## src/rtl/branch_resolve_stage_if.sv

```systemverilog
// Handshake bundle between the comparison unit, the branch resolver and fetch.
// The master drives branch inputs, out_ready and redirect_ack; the slave is the stage.
interface branch_resolve_stage_if #(
    parameter int WIDTH = 32
);
    logic             in_valid;
    logic             in_ready;
    logic             in_predicate;
    logic             in_pred_taken;
    logic [WIDTH-1:0] in_pc;
    logic [WIDTH-1:0] in_offset;
    logic             out_valid;
    logic             out_ready;
    logic             out_taken;
    logic [WIDTH-1:0] out_target;
    logic [WIDTH-1:0] out_redirect_pc;
    logic             out_mispredict;
    logic             flush_req;
    logic             redirect_ack;

    modport master (
        output in_valid, in_predicate, in_pred_taken, in_pc, in_offset,
        output out_ready, redirect_ack,
        input  in_ready, out_valid, out_taken, out_target,
        input  out_redirect_pc, out_mispredict, flush_req
    );

    modport slave (
        input  in_valid, in_predicate, in_pred_taken, in_pc, in_offset,
        input  out_ready, redirect_ack,
        output in_ready, out_valid, out_taken, out_target,
        output out_redirect_pc, out_mispredict, flush_req
    );
endinterface

```

## src/rtl/branch_resolve_stage.sv

```systemverilog
// Branch resolver: computes direction/target/redirect, buffers results in a FIFO
// and squashes wrong-path branches. Optional counters: BRANCH_RESOLVE_STATS_EN.
module branch_resolve_stage #(
    parameter int WIDTH      = 32,
    parameter int DEPTH      = 2,
    parameter int INSN_BYTES = 4
) (
    input  logic clk,
    input  logic rst,
    branch_resolve_stage_if.slave bus
`ifdef BRANCH_RESOLVE_STATS_EN
    ,
    output logic [31:0] stat_branches,
    output logic [31:0] stat_mispredicts,
    output logic [31:0] stat_squashed
`endif
);
    localparam int PW = (DEPTH > 1) ? $clog2(DEPTH) : 1;
    localparam int CW = $clog2(DEPTH) + 1;

    typedef enum logic {RUN, SQUASH} state_t;

    typedef struct packed {
        logic             taken;
        logic             mispredict;
        logic [WIDTH-1:0] target;
        logic [WIDTH-1:0] redirect;
    } entry_t;

    state_t          state_q, state_d;
    logic [CW-1:0]   count_q, count_d;
    logic [PW-1:0]   rd_ptr_q, rd_ptr_d;
    logic [PW-1:0]   wr_ptr_q, wr_ptr_d;
    entry_t          mem_q [DEPTH];
    entry_t          head;
    entry_t          res;

    logic accept, push, pop, discard;

    assign bus.in_ready = !rst
                        && ((state_q == SQUASH) || (count_q < CW'(DEPTH)));
    assign accept  = bus.in_valid && bus.in_ready;
    assign push    = accept && (state_q == RUN);
    assign discard = accept && (state_q == SQUASH);
    assign pop     = bus.out_valid && bus.out_ready;

    always_comb begin
        res            = '0;
        res.taken      = bus.in_predicate;
        res.mispredict = bus.in_predicate ^ bus.in_pred_taken;
        res.target     = bus.in_pc + bus.in_offset;
        res.redirect   = bus.in_predicate ? res.target
                                          : bus.in_pc + WIDTH'(INSN_BYTES);
    end

    always_comb begin
        state_d = state_q;
        unique case (state_q)
            RUN:    if (push && res.mispredict) state_d = SQUASH;
            SQUASH: if (bus.redirect_ack) state_d = RUN;
            default: state_d = RUN;
        endcase
    end

    always_comb begin
        count_d  = count_q;
        rd_ptr_d = rd_ptr_q;
        wr_ptr_d = wr_ptr_q;
        if (push) wr_ptr_d = wr_ptr_q + PW'(1);
        if (pop)  rd_ptr_d = rd_ptr_q + PW'(1);
        if (push && !pop) count_d = count_q + CW'(1);
        if (!push && pop) count_d = count_q - CW'(1);
    end

    always_ff @(posedge clk or posedge rst) begin
        if (rst) begin
            state_q  <= RUN;
            count_q  <= '0;
            rd_ptr_q <= '0;
            wr_ptr_q <= '0;
            for (int i = 0; i < DEPTH; i++) mem_q[i] <= '0;
        end else begin
            state_q  <= state_d;
            count_q  <= count_d;
            rd_ptr_q <= rd_ptr_d;
            wr_ptr_q <= wr_ptr_d;
            if (push) mem_q[wr_ptr_q] <= res;
        end
    end

    assign head                = mem_q[rd_ptr_q];
    assign bus.out_valid       = (count_q != '0);
    assign bus.out_taken       = head.taken;
    assign bus.out_target      = head.target;
    assign bus.out_redirect_pc = head.redirect;
    assign bus.out_mispredict  = head.mispredict;
    assign bus.flush_req       = (state_q == SQUASH);

`ifdef BRANCH_RESOLVE_STATS_EN
    always_ff @(posedge clk or posedge rst) begin
        if (rst) begin
            stat_branches    <= '0;
            stat_mispredicts <= '0;
            stat_squashed    <= '0;
        end else begin
            if (push) stat_branches <= stat_branches + 32'd1;
            if (push && res.mispredict)
                stat_mispredicts <= stat_mispredicts + 32'd1;
            if (discard) stat_squashed <= stat_squashed + 32'd1;
        end
    end
`else
    logic unused_discard;
    assign unused_discard = discard;
`endif
endmodule

```

## src/flat_wrapper.sv

```systemverilog
// flat-port wrapper written by rule: the top's interface ports become plain ports
module branch_resolve_stage_flat 
#(
    parameter int WIDTH      = 32,
    parameter int DEPTH      = 2,
    parameter int INSN_BYTES = 4
)
  (clk, rst, bus_in_valid, bus_in_predicate, bus_in_pred_taken, bus_in_pc, bus_in_offset, bus_out_ready, bus_redirect_ack, bus_in_ready, bus_out_valid, bus_out_taken, bus_out_target, bus_out_redirect_pc, bus_out_mispredict, bus_flush_req);
  branch_resolve_stage_if #(.WIDTH(WIDTH)) bus_i ();
  input  logic clk;
  input  logic rst;
  input wire logic [$bits(bus_i.in_valid)-1:0] bus_in_valid;
  input wire logic [$bits(bus_i.in_predicate)-1:0] bus_in_predicate;
  input wire logic [$bits(bus_i.in_pred_taken)-1:0] bus_in_pred_taken;
  input wire logic [$bits(bus_i.in_pc)-1:0] bus_in_pc;
  input wire logic [$bits(bus_i.in_offset)-1:0] bus_in_offset;
  input wire logic [$bits(bus_i.out_ready)-1:0] bus_out_ready;
  input wire logic [$bits(bus_i.redirect_ack)-1:0] bus_redirect_ack;
  output wire logic [$bits(bus_i.in_ready)-1:0] bus_in_ready;
  output wire logic [$bits(bus_i.out_valid)-1:0] bus_out_valid;
  output wire logic [$bits(bus_i.out_taken)-1:0] bus_out_taken;
  output wire logic [$bits(bus_i.out_target)-1:0] bus_out_target;
  output wire logic [$bits(bus_i.out_redirect_pc)-1:0] bus_out_redirect_pc;
  output wire logic [$bits(bus_i.out_mispredict)-1:0] bus_out_mispredict;
  output wire logic [$bits(bus_i.flush_req)-1:0] bus_flush_req;
  assign bus_i.in_valid = bus_in_valid;
  assign bus_i.in_predicate = bus_in_predicate;
  assign bus_i.in_pred_taken = bus_in_pred_taken;
  assign bus_i.in_pc = bus_in_pc;
  assign bus_i.in_offset = bus_in_offset;
  assign bus_i.out_ready = bus_out_ready;
  assign bus_i.redirect_ack = bus_redirect_ack;
  assign bus_in_ready = bus_i.in_ready;
  assign bus_out_valid = bus_i.out_valid;
  assign bus_out_taken = bus_i.out_taken;
  assign bus_out_target = bus_i.out_target;
  assign bus_out_redirect_pc = bus_i.out_redirect_pc;
  assign bus_out_mispredict = bus_i.out_mispredict;
  assign bus_flush_req = bus_i.flush_req;
  branch_resolve_stage #(.WIDTH(WIDTH), .DEPTH(DEPTH), .INSN_BYTES(INSN_BYTES)) u_core (.clk(clk), .rst(rst), .bus(bus_i));
endmodule
```

## config.mk

```make
export PLATFORM = sky130hd
export DESIGN_NAME = branch_resolve_stage_flat
export DESIGN_NICKNAME = d
export VERILOG_FILES = /design/src/rtl/branch_resolve_stage_if.sv /design/src/rtl/branch_resolve_stage.sv /design/src/flat_wrapper.sv
export SDC_FILE = /design/constraint.sdc
export NUM_CORES = 1
export LEC_CHECK = 0
export CAP_MARGIN = 0
export CORE_ASPECT_RATIO = 0.6
export CORE_MARGIN = 3
export CORE_UTILIZATION = 36
export CTS_BUF_LIST = sky130_fd_sc_hd__clkbuf_4 sky130_fd_sc_hd__clkbuf_8
export DETAILED_ROUTE_END_ITERATION = 10
export GPL_ROUTABILITY_DRIVEN = 0
export PLACE_DENSITY_LB_ADDON = 0.25
export SLEW_MARGIN = 15
export SYNTH_ARGS = -nofsm -noshare
export SYNTH_HDL_FRONTEND = slang
export SYNTH_SLANG_ARGS = --single-unit
```

## constraint.sdc

```tcl
create_clock -name clk -period 4.6 [get_ports clk]
set_clock_uncertainty 0.1 [all_clocks]
set_input_delay 0.92 -clock clk [delete_from_list [all_inputs] [get_ports clk]]
set_output_delay 0.92 -clock clk [all_outputs]
set_load 0.005 [all_outputs]
```

==> flow_summary.ini, run 1 <==
[placed_design]
pre_cts_slack_ps = 226
portBuffers = 139
dp.final_hpwl_mm = 20.0

[floorplanning]
core_area_sq_mm = 0.0233
rows = 43
initial_core_util = 0.370
fp.dieW_microns = 206
ios = 140
die-area_sq_mm = 0.0259
die_h_microns = 126

[yosys]
synth_compound_area_frac = 0.147
synth_adder_area_share = 0.0502
syn_nets = 1062
synth_area_sq_mm = 0.00863
synth_top_family_by_area = simple AND/OR/NAND/NOR gates
synth_edf_count = 0
yosysWarnings = 0
synth_xor_area_frac = 0.0609
synth_top_area_frac = 0.397
muxShareOfSynthArea = 0.135
ys_ff_latch = 137
async_flop_share = 1.00
synth.largest_area_cell = dfrtp_1
yosys.cell_types.count = 58
synth-main-ff-cell = dfrtp_1
synth_cells = 957
synth.area.top_cells = dfrtp_1, mux2_2, nand2_1
yosys.area_share.simple = 0.183
synth-seq-area-share = 0.397
avgSynthCellArea_sq_um = 9.02

[detailed_routing]
first_pass_iters = 5
wl_mm = 26.6
vias = 7391
routedWlPerCell_microns = 18.9
via_per_inst = 5.25
ant_nets = 0
drc = 0
drt_iter0_drc = 539

[cts]
clk_pin_slew_ps = 80
clk_latency_ps = 460
cts_setup_buffers = 0
cts_buffers = 17
cts_tree = built
clockBufferDepth = 2
cts-hold-fix-buffers = 0
clock-root-buffer = clkbuf_8
clock_sinks = 137
h-tree-depth = 4
cts_resized = 0

[setup_path]
worst-path-max-fanout = 6
crit_arrival_ps = 4230
crit_path_end_kind = register
worst_ep_required_time_ps = 4820
start_kind = primary input
worstSetupPathType = in2reg

[job]
max_cap_violations = 0

[power]
p_int_mw = 3.86
comb_power_share = 0.486
p_per_area_mw_per_mm2 = 555
seq_power_share = 0.354
netSwitchingFraction = 0.352
p_sw_mw = 2.10
p_clk_frac = 0.161
peakVddDrop_v = 0.000212
p_leak_nw = 4.71

[finish]
register_area_sq_mm = 0.00343
antenna_cells = 0
fin_nets = 1186
area_delta_synth_final_pct = 24.6
layout_commonest_cell = nand2_1
layout_common_cells = nand2_1, clkdlybuf4s50_1, dfrtp_1
n_fill_cell = 2247
multi_input_comb_area_sq_mm = 0.00498
drive_above_1_share = 0.144

[grt]
grtUsageTotal = 0.210
globalRoute.totalOverflow = 0
antenna_found_initial = 0
grt_pass1_wl_mm = 41.8
grt_pass1_vias = 7099
grt_max_degree = 72

[timing]
setup_violations = 0
setup_tns_ps = 0
rsz0062_at_grt = false
max-slew-margin-rel = 0.393
fmax_mhz = 249
worstMarginPinSlew_ps = 910
finalCriticalPeriod_ps = 4010
hold_violations = 0
min_period_over_period = 0.873
final_max_slew_viol_count = 0
setup_slack_ps = 585

[run_status]
outcome = finished, final reports clean

[hold_path]
hold_path.class = reg2reg
-- final timing paths --
kind | slack (ps) | from | depth (start not counted) | to
setup / recovery | 590 | bus_in_pc[0] | 11 | u_core.mem_q[128]
hold / removal | 370 | u_core.mem_q[40] | 2 | u_core.mem_q[40]
max in group asynchronous | 1890 | rst | 4 | u_core.mem_q[23]
setup reg to reg | 2450 | u_core.count_q[1] | 6 | u_core.mem_q[118]
hold reg to reg | 370 | u_core.mem_q[40] | 2 | u_core.mem_q[40]
min in group asynchronous | 1040 | rst | 3 | u_core.mem_q[29]
-- flip-flops by register name (all words and copies together), names as in the netlist --
register	cells
u_core.wr_ptr_q	1
u_core.count_q	2
u_core.rd_ptr_q	1
u_core.mem_q	132
u_core.bus.flush_req	1
-- Yosys cell counts (21+ instances only) --
library cell	instances
nand2_1	198
dfrtp_1	137
mux2_2	91
o21ai_0	64
nor2_1	59
a21oi_1	43
xnor2_1	36
clkbuf_1	35
ha_1	33
nand3_1	25
a21o_1	24
xor2_1	24
o21ai_1	21
-- power by group through the flow --
stage | combinational, mW | sequential (mW) | clock, mW
2_1_floorplan | 1.55 | 2.00 | 0
3_3_place_gp | 2.89 | 2.11 | 0
3_5_place_dp | 2.91 | 2.13 | 0
4_1_cts | 2.94 | 2.11 | 0.980
5_1_grt | 3.18 | 2.18 | 1.04
6_report | 2.90 | 2.11 | 0.958
-- worst max-delay path, cell delays in order --
cell	delay, ps
clkdlybuf4s50_1	420
ha_1	220
fa_1	470
a21oi_1	260
o22ai_1	180
o21ai_0	340
o211a_1	260
o21ai_1	230
o211ai_1	310
mux2i_1	470
o31ai_1	140
-- layout make-up --
type | count | area share
Clock buffer | 21 | 0.0251
Clock inverter | 11 | 0.00919
Inverter | 12 | 0.00454
Multi-Input combinational cell | 760 | 0.463
Sequential cell | 137 | 0.319
Tap cell | 315 | 0.0366
Timing Repair Buffer | 153 | 0.142
-- layer usage --
metal  up-vias  wire (microns)  GRT usage
met1      3525           14100      0.340
met5         -               0          0
met3        21            1790     0.0548
met2       220           10400      0.274
met4         0             348     0.0459
li1       3625               -          -
-- cells by family (layout without fill, tap and decap cells) --
family,Yosys count,in the layout
AO/OA/AOI/OAI,208,208
XOR/XNOR,60,60
adder cells (fa/ha/maj),34,34
buffers and inverters,60,197
flip-flops,137,137
multiplexers,105,105
AND/OR/NAND/NOR,353,353
-- per-stage QoR --
stage / std cells / util / hold WS [ps] / instance area [sq um] / total power, mW
2_1_floorplan: 957 / - / 340 / 8630 / 3.55
3_3_place_gp: 1377 / 0.445 / 354 / 10400 / 5.00
3_5_place_dp: 1377 / 0.445 / 357 / 10400 / 5.04
4_1_cts: 1409 / 0.461 / 377 / 10800 / 6.03
5_1_grt: 1409 / 0.461 / 408 / 10800 / 6.39
6_report: 1409 / 0.461 / 373 / 10800 / 5.96
Note: power is estimated with default switching activity, not from simulation.
==> inputs of run 2 (changes only) <==
--- a/config.mk
+++ b/config.mk
@@ -8,7 +8,7 @@
 export CAP_MARGIN = 0
 export CORE_ASPECT_RATIO = 0.6
 export CORE_MARGIN = 3
-export CORE_UTILIZATION = 36
+export CORE_UTILIZATION = 45
 export CTS_BUF_LIST = sky130_fd_sc_hd__clkbuf_4 sky130_fd_sc_hd__clkbuf_8
 export DETAILED_ROUTE_END_ITERATION = 10
 export GPL_ROUTABILITY_DRIVEN = 0
==> run 2 against run 1 <==
Effect of this change:
- via count increased by 2.2%
- global-route usage increased by 3.0 points
- non-clock buffer count increased by 1
- cell count decreased by 5.3%
- final area decreased by 0.63%
- critical path type unchanged
- largest power group unchanged
==> flow_summary.ini, run 2 (synthesis results as in run 1) <==
[run_status]
outcome = finished, final reports clean

[timing]
min_period_over_period = 0.849
setup_tns_ps = 0
hold_violations = 0
fmax_mhz = 256
final_max_slew_viol_count = 0
setup_slack_ps = 697
max-slew-margin-rel = 0.353
worstMarginPinSlew_ps = 971
rsz0062_at_grt = false
setup_violations = 0
finalCriticalPeriod_ps = 3900

[floorplanning]
die_h_microns = 113
core_area_sq_mm = 0.0184
initial_core_util = 0.468
rows = 38
fp.dieW_microns = 185
ios = 140
die-area_sq_mm = 0.0209

[cts]
cts_resized = 0
clock-root-buffer = clkbuf_8
cts_tree = built
clk_latency_ps = 440
cts_buffers = 17
clk_pin_slew_ps = 90
cts_setup_buffers = 0
clockBufferDepth = 2
h-tree-depth = 4
cts-hold-fix-buffers = 0
clock_sinks = 137

[placed_design]
dp.cells = 1303
portBuffers = 139
pre_cts_slack_ps = 314
dp.final_hpwl_mm = 18.7

[setup_path]
crit_path_end_kind = register
worstSetupPathType = in2reg
slowest_delay_ps = 440
crit_arrival_ps = 4110
slowest_stage = fa_1
start_kind = primary input
crit_chain = clkdlybuf4s50_1, ha_1, fa_1, a21oi_1, o22ai_1, o21ai_0, o211a_1, o21ai_1, o211ai_1, mux2i_1, o31ai_1
worst_ep_required_time_ps = 4800
worst-path-max-fanout = 6

[grt]
grtUsageTotal = 0.240
grt_pass1_vias = 7210
grt_max_degree = 76
antenna_found_initial = 0
grt_pass1_wl_mm = 39.4
globalRoute.totalOverflow = 0

[detailed_routing]
routedWlPerCell_microns = 18.8
first_pass_iters = 7
drt_iter0_drc = 583
ant_nets = 0
drc = 0
via_per_inst = 5.66
wl_mm = 25.1
vias = 7553

[finish]
regMostFlops = u_core.mem_q
fin_cells = 1335
largest_reg_flops = 132
antenna_cells = 0
drive_above_1_share = 0.145
area_delta_synth_final_pct = 23.8
layout_commonest_cell = nand2_1
layout_common_cells = nand2_1, clkdlybuf4s50_1, dfrtp_1
reg.largest.list = u_core.mem_q: 132 flops, u_core.count_q: 2 flops
fin_nets = 1187

[job]
max_cap_violations = 0

[power]
p_leak_nw = 4.72
p_per_area_mw_per_mm2 = 561
peakVddDrop_v = 0.000340

[hold_path]
hold_path.class = reg2reg
run 2: changes by cell type in the layout (fill, tap and decap cells not counted):
cell / delta
inv_8: +5
clkbuf_4: -3
inv_6: +3
clkinv_4: -1
buf_4: +2
clkinv_2: -4
buf_12: -1
run 2: layout make-up:
cell class | count | area [sq um]
fillers | 1653 | 7760
clock inverters | 14 | 153
flip-flops and latches | 137 | 3430
well taps | 240 | 300
multi-input cells | 760 | 4980
inverters | 12 | 48.8
repair buffers | 154 | 1520
clock buffers | 18 | 248
run 2: worst paths after layout:
path	slack (ps)	cells after the start	to	startpoint
worst max-delay path	700	11	u_core.mem_q[128]	bus_in_pc[0]
worst min-delay path	380	2	u_core.mem_q[70]	u_core.mem_q[70]
worst max register to register	2220	6	u_core.mem_q[73]	u_core.count_q[1]
worst min register to register	380	2	u_core.mem_q[70]	u_core.mem_q[70]
max in group asynchronous	1850	4	u_core.rd_ptr_q	rst
min in group asynchronous	1040	3	u_core.mem_q[1]	rst
run 2: per-stage QoR:
stage | power (mW) | cell area (sq um) | hold WS [ps] | util
3_3_place_gp | 4.94 | 10300 | 352 | 0.558
4_1_cts | 6.03 | 10700 | 381 | 0.579
3_5_place_dp | 4.98 | 10300 | 358 | 0.558
6_report | 5.99 | 10700 | 376 | 0.579
5_1_grt | 6.41 | 10700 | 404 | 0.579
2_1_floorplan | 3.55 | 8630 | 340 | -
run 2: power breakdown:
part	switching, mW	total, mW	internal [mW]
Sequential	0.319	2.10	1.78
Clock	0.560	1.03	0.468
Combinational	1.24	2.87	1.63
run 2: worst max-delay path, delay by kind of cell:
| family | cells | cell delay, ps |
|---|---|---|
| muxes | 1 | 360 |
| buffers and inverters | 1 | 420 |
| adders and majority gates | 2 | 680 |
| AOI/OAI and AO/OA | 7 | 1720 |
run 2: layer usage:
metal / track usage / vias to the layer above / part of all wire
li1: - / 3618 / -
met1: 0.391 / 3633 / 0.52
met2: 0.332 / 279 / 0.40
met3: 0.0440 / 23 / 0.074
met4: 0.0420 / 0 / 0.0085
met5: 0 / - / 0
==> inputs of run 3 (changes only) <==
==> constraint.sdc (replaced) <==
create_clock -name clk -period 4 [get_ports clk]
set_clock_uncertainty 0.1 [all_clocks]
set_input_delay 0.8 -clock clk [delete_from_list [all_inputs] [get_ports clk]]
set_output_delay 0.8 -clock clk [all_outputs]
set_load 0.005 [all_outputs]
==> run 3 against run 2 <==
Effect of this change:
- hold slack worse by 1.5 ps
- combinational power up 17%
- non-clock buffer count up 21
- first-iteration DRC count up 15%
- global-route usage up 0.29 points
- utilization up 0.79 points
==> flow_summary.ini, run 3 (synthesis results as in run 1) <==
[run_status]
outcome = finished, final reports clean

[power]
p_per_area_mw_per_mm2 = 637
power.total_mw = 6.90
peakVddDrop_v = 0.000473
p_leak_nw = 4.80

[placed_design]
placed_cell_area_sq_mm = 0.0104
dp.cells = 1324
portBuffers = 139
dp.final_hpwl_mm = 18.7

[cts]
clk_latency_ps = 440
cts_tree = built
cts_resized = 0
h-tree-depth = 4
clock-root-buffer = clkbuf_8
clock_sinks = 137
clk_pin_slew_ps = 80
cts_buffers = 17
cts_setup_buffers = 0
cts-hold-fix-buffers = 0
clockBufferDepth = 2

[grt]
antenna_found_initial = 0
grt_pass1_vias = 7236
grt_max_degree = 71
grtUsageTotal = 0.243
globalRoute.totalOverflow = 0
grt_pass1_wl_mm = 40.1

[finish]
fin_nets = 1208
multi_input_comb_area_sq_mm = 0.00498
design_area_sq_mm = 0.0108
n_fill_cell = 1614
regMostFlops = u_core.mem_q
largest_reg_flops = 132
area_delta_synth_final_pct = 25.5
layout_common_cells = nand2_1, clkdlybuf4s50_1, dfrtp_1
register_area_sq_mm = 0.00343
fin_cells = 1356
layout_commonest_cell = nand2_1
reg.largest.list = u_core.mem_q: 132 flops, u_core.count_q: 2 flops
antenna_cells = 0
drive_above_1_share = 0.162

[detailed_routing]
drt_iter0_drc = 673
first_pass_iters = 5
routedWlPerCell_microns = 18.6
met2_length_mm = 9.87
drc = 0
vias = 7523
via_per_inst = 5.55
wl_met1_mm = 13.3
wl_met3_mm = 1.68
top_layer_used = met4
ant_nets = 0
wl_mm = 25.2

[setup_path]
worst_ep_required_time_ps = 4230
start_kind = primary input
worstSetupPathType = in2reg
crit_arrival_ps = 3910
crit_path_end_kind = register
worst-path-max-fanout = 5

[timing]
max-slew-margin-rel = 0.366
worstMarginPinSlew_ps = 951
final_max_slew_viol_count = 0
finalCriticalPeriod_ps = 3680
rsz0062_at_grt = false
min_period_over_period = 0.921
setup_violations = 0
setup_tns_ps = 0
hold_violations = 0
holdWs_ps = 374
fmax_mhz = 271

[floorplanning]
fp.dieW_microns = 185
ios = 140
core_area_sq_mm = 0.0184
rows = 38
die_h_microns = 113
die-area_sq_mm = 0.0209
initial_core_util = 0.468

[job]
max_cap_violations = 0

[hold_path]
hold_path.class = reg2reg
run 3: layer usage:
metal / vias up / track usage
met5: - / 0
met4: 0 / 0.0445
met3: 26 / 0.0424
met2: 298 / 0.328
met1: 3537 / 0.403
li1: 3662 / -
run 3: layout make-up:
class / instances / area share
timing repair buffer: 175 / 0.155
tap: 240 / 0.0277
clock inverter: 13 / 0.0124
multi-input combinational: 760 / 0.460
clock buffer: 19 / 0.0236
sequential: 137 / 0.317
inverter: 12 / 0.00450
run 3: worst paths after layout:
check                                   from                 to  slack, ps  cells past startpoint
setup reg to reg           u_core.count_q[1]   u_core.mem_q[30]       1880                      7
setup / recovery                bus_in_pc[0]   u_core.mem_q[18]        320                     11
min in group asynchronous                rst  u_core.count_q[1]        930                      3
max in group asynchronous                rst   u_core.mem_q[48]       1380                      4
hold reg to reg             u_core.mem_q[17]   u_core.mem_q[17]        370                      2
hold / removal              u_core.mem_q[17]   u_core.mem_q[17]        370                      2
run 3: stage by stage:
stage          setup slack [ps]   util
2_1_floorplan              -277      -
3_3_place_gp              -22.3  0.566
3_5_place_dp              -41.3  0.566
4_1_cts                     411  0.587
5_1_grt                     199  0.587
6_report                    316  0.587
run 3: worst max-delay path: stages:
cell and delay (ps):
clkdlybuf4s50_1 430, ha_1 220, fa_1 460, a21oi_1 250
o22ai_1 170, o21ai_0 320, o211a_1 230, o21ai_1 230
xnor2_1 380, a21oi_1 130, mux2_2 270
run 3: power by group:
group / leakage, nW / switching, mW / internal [mW]
clock network: 0.183 / 0.625 / 0.531
logic: 2.92 / 1.46 / 1.89
registers: 1.69 / 0.347 / 2.05
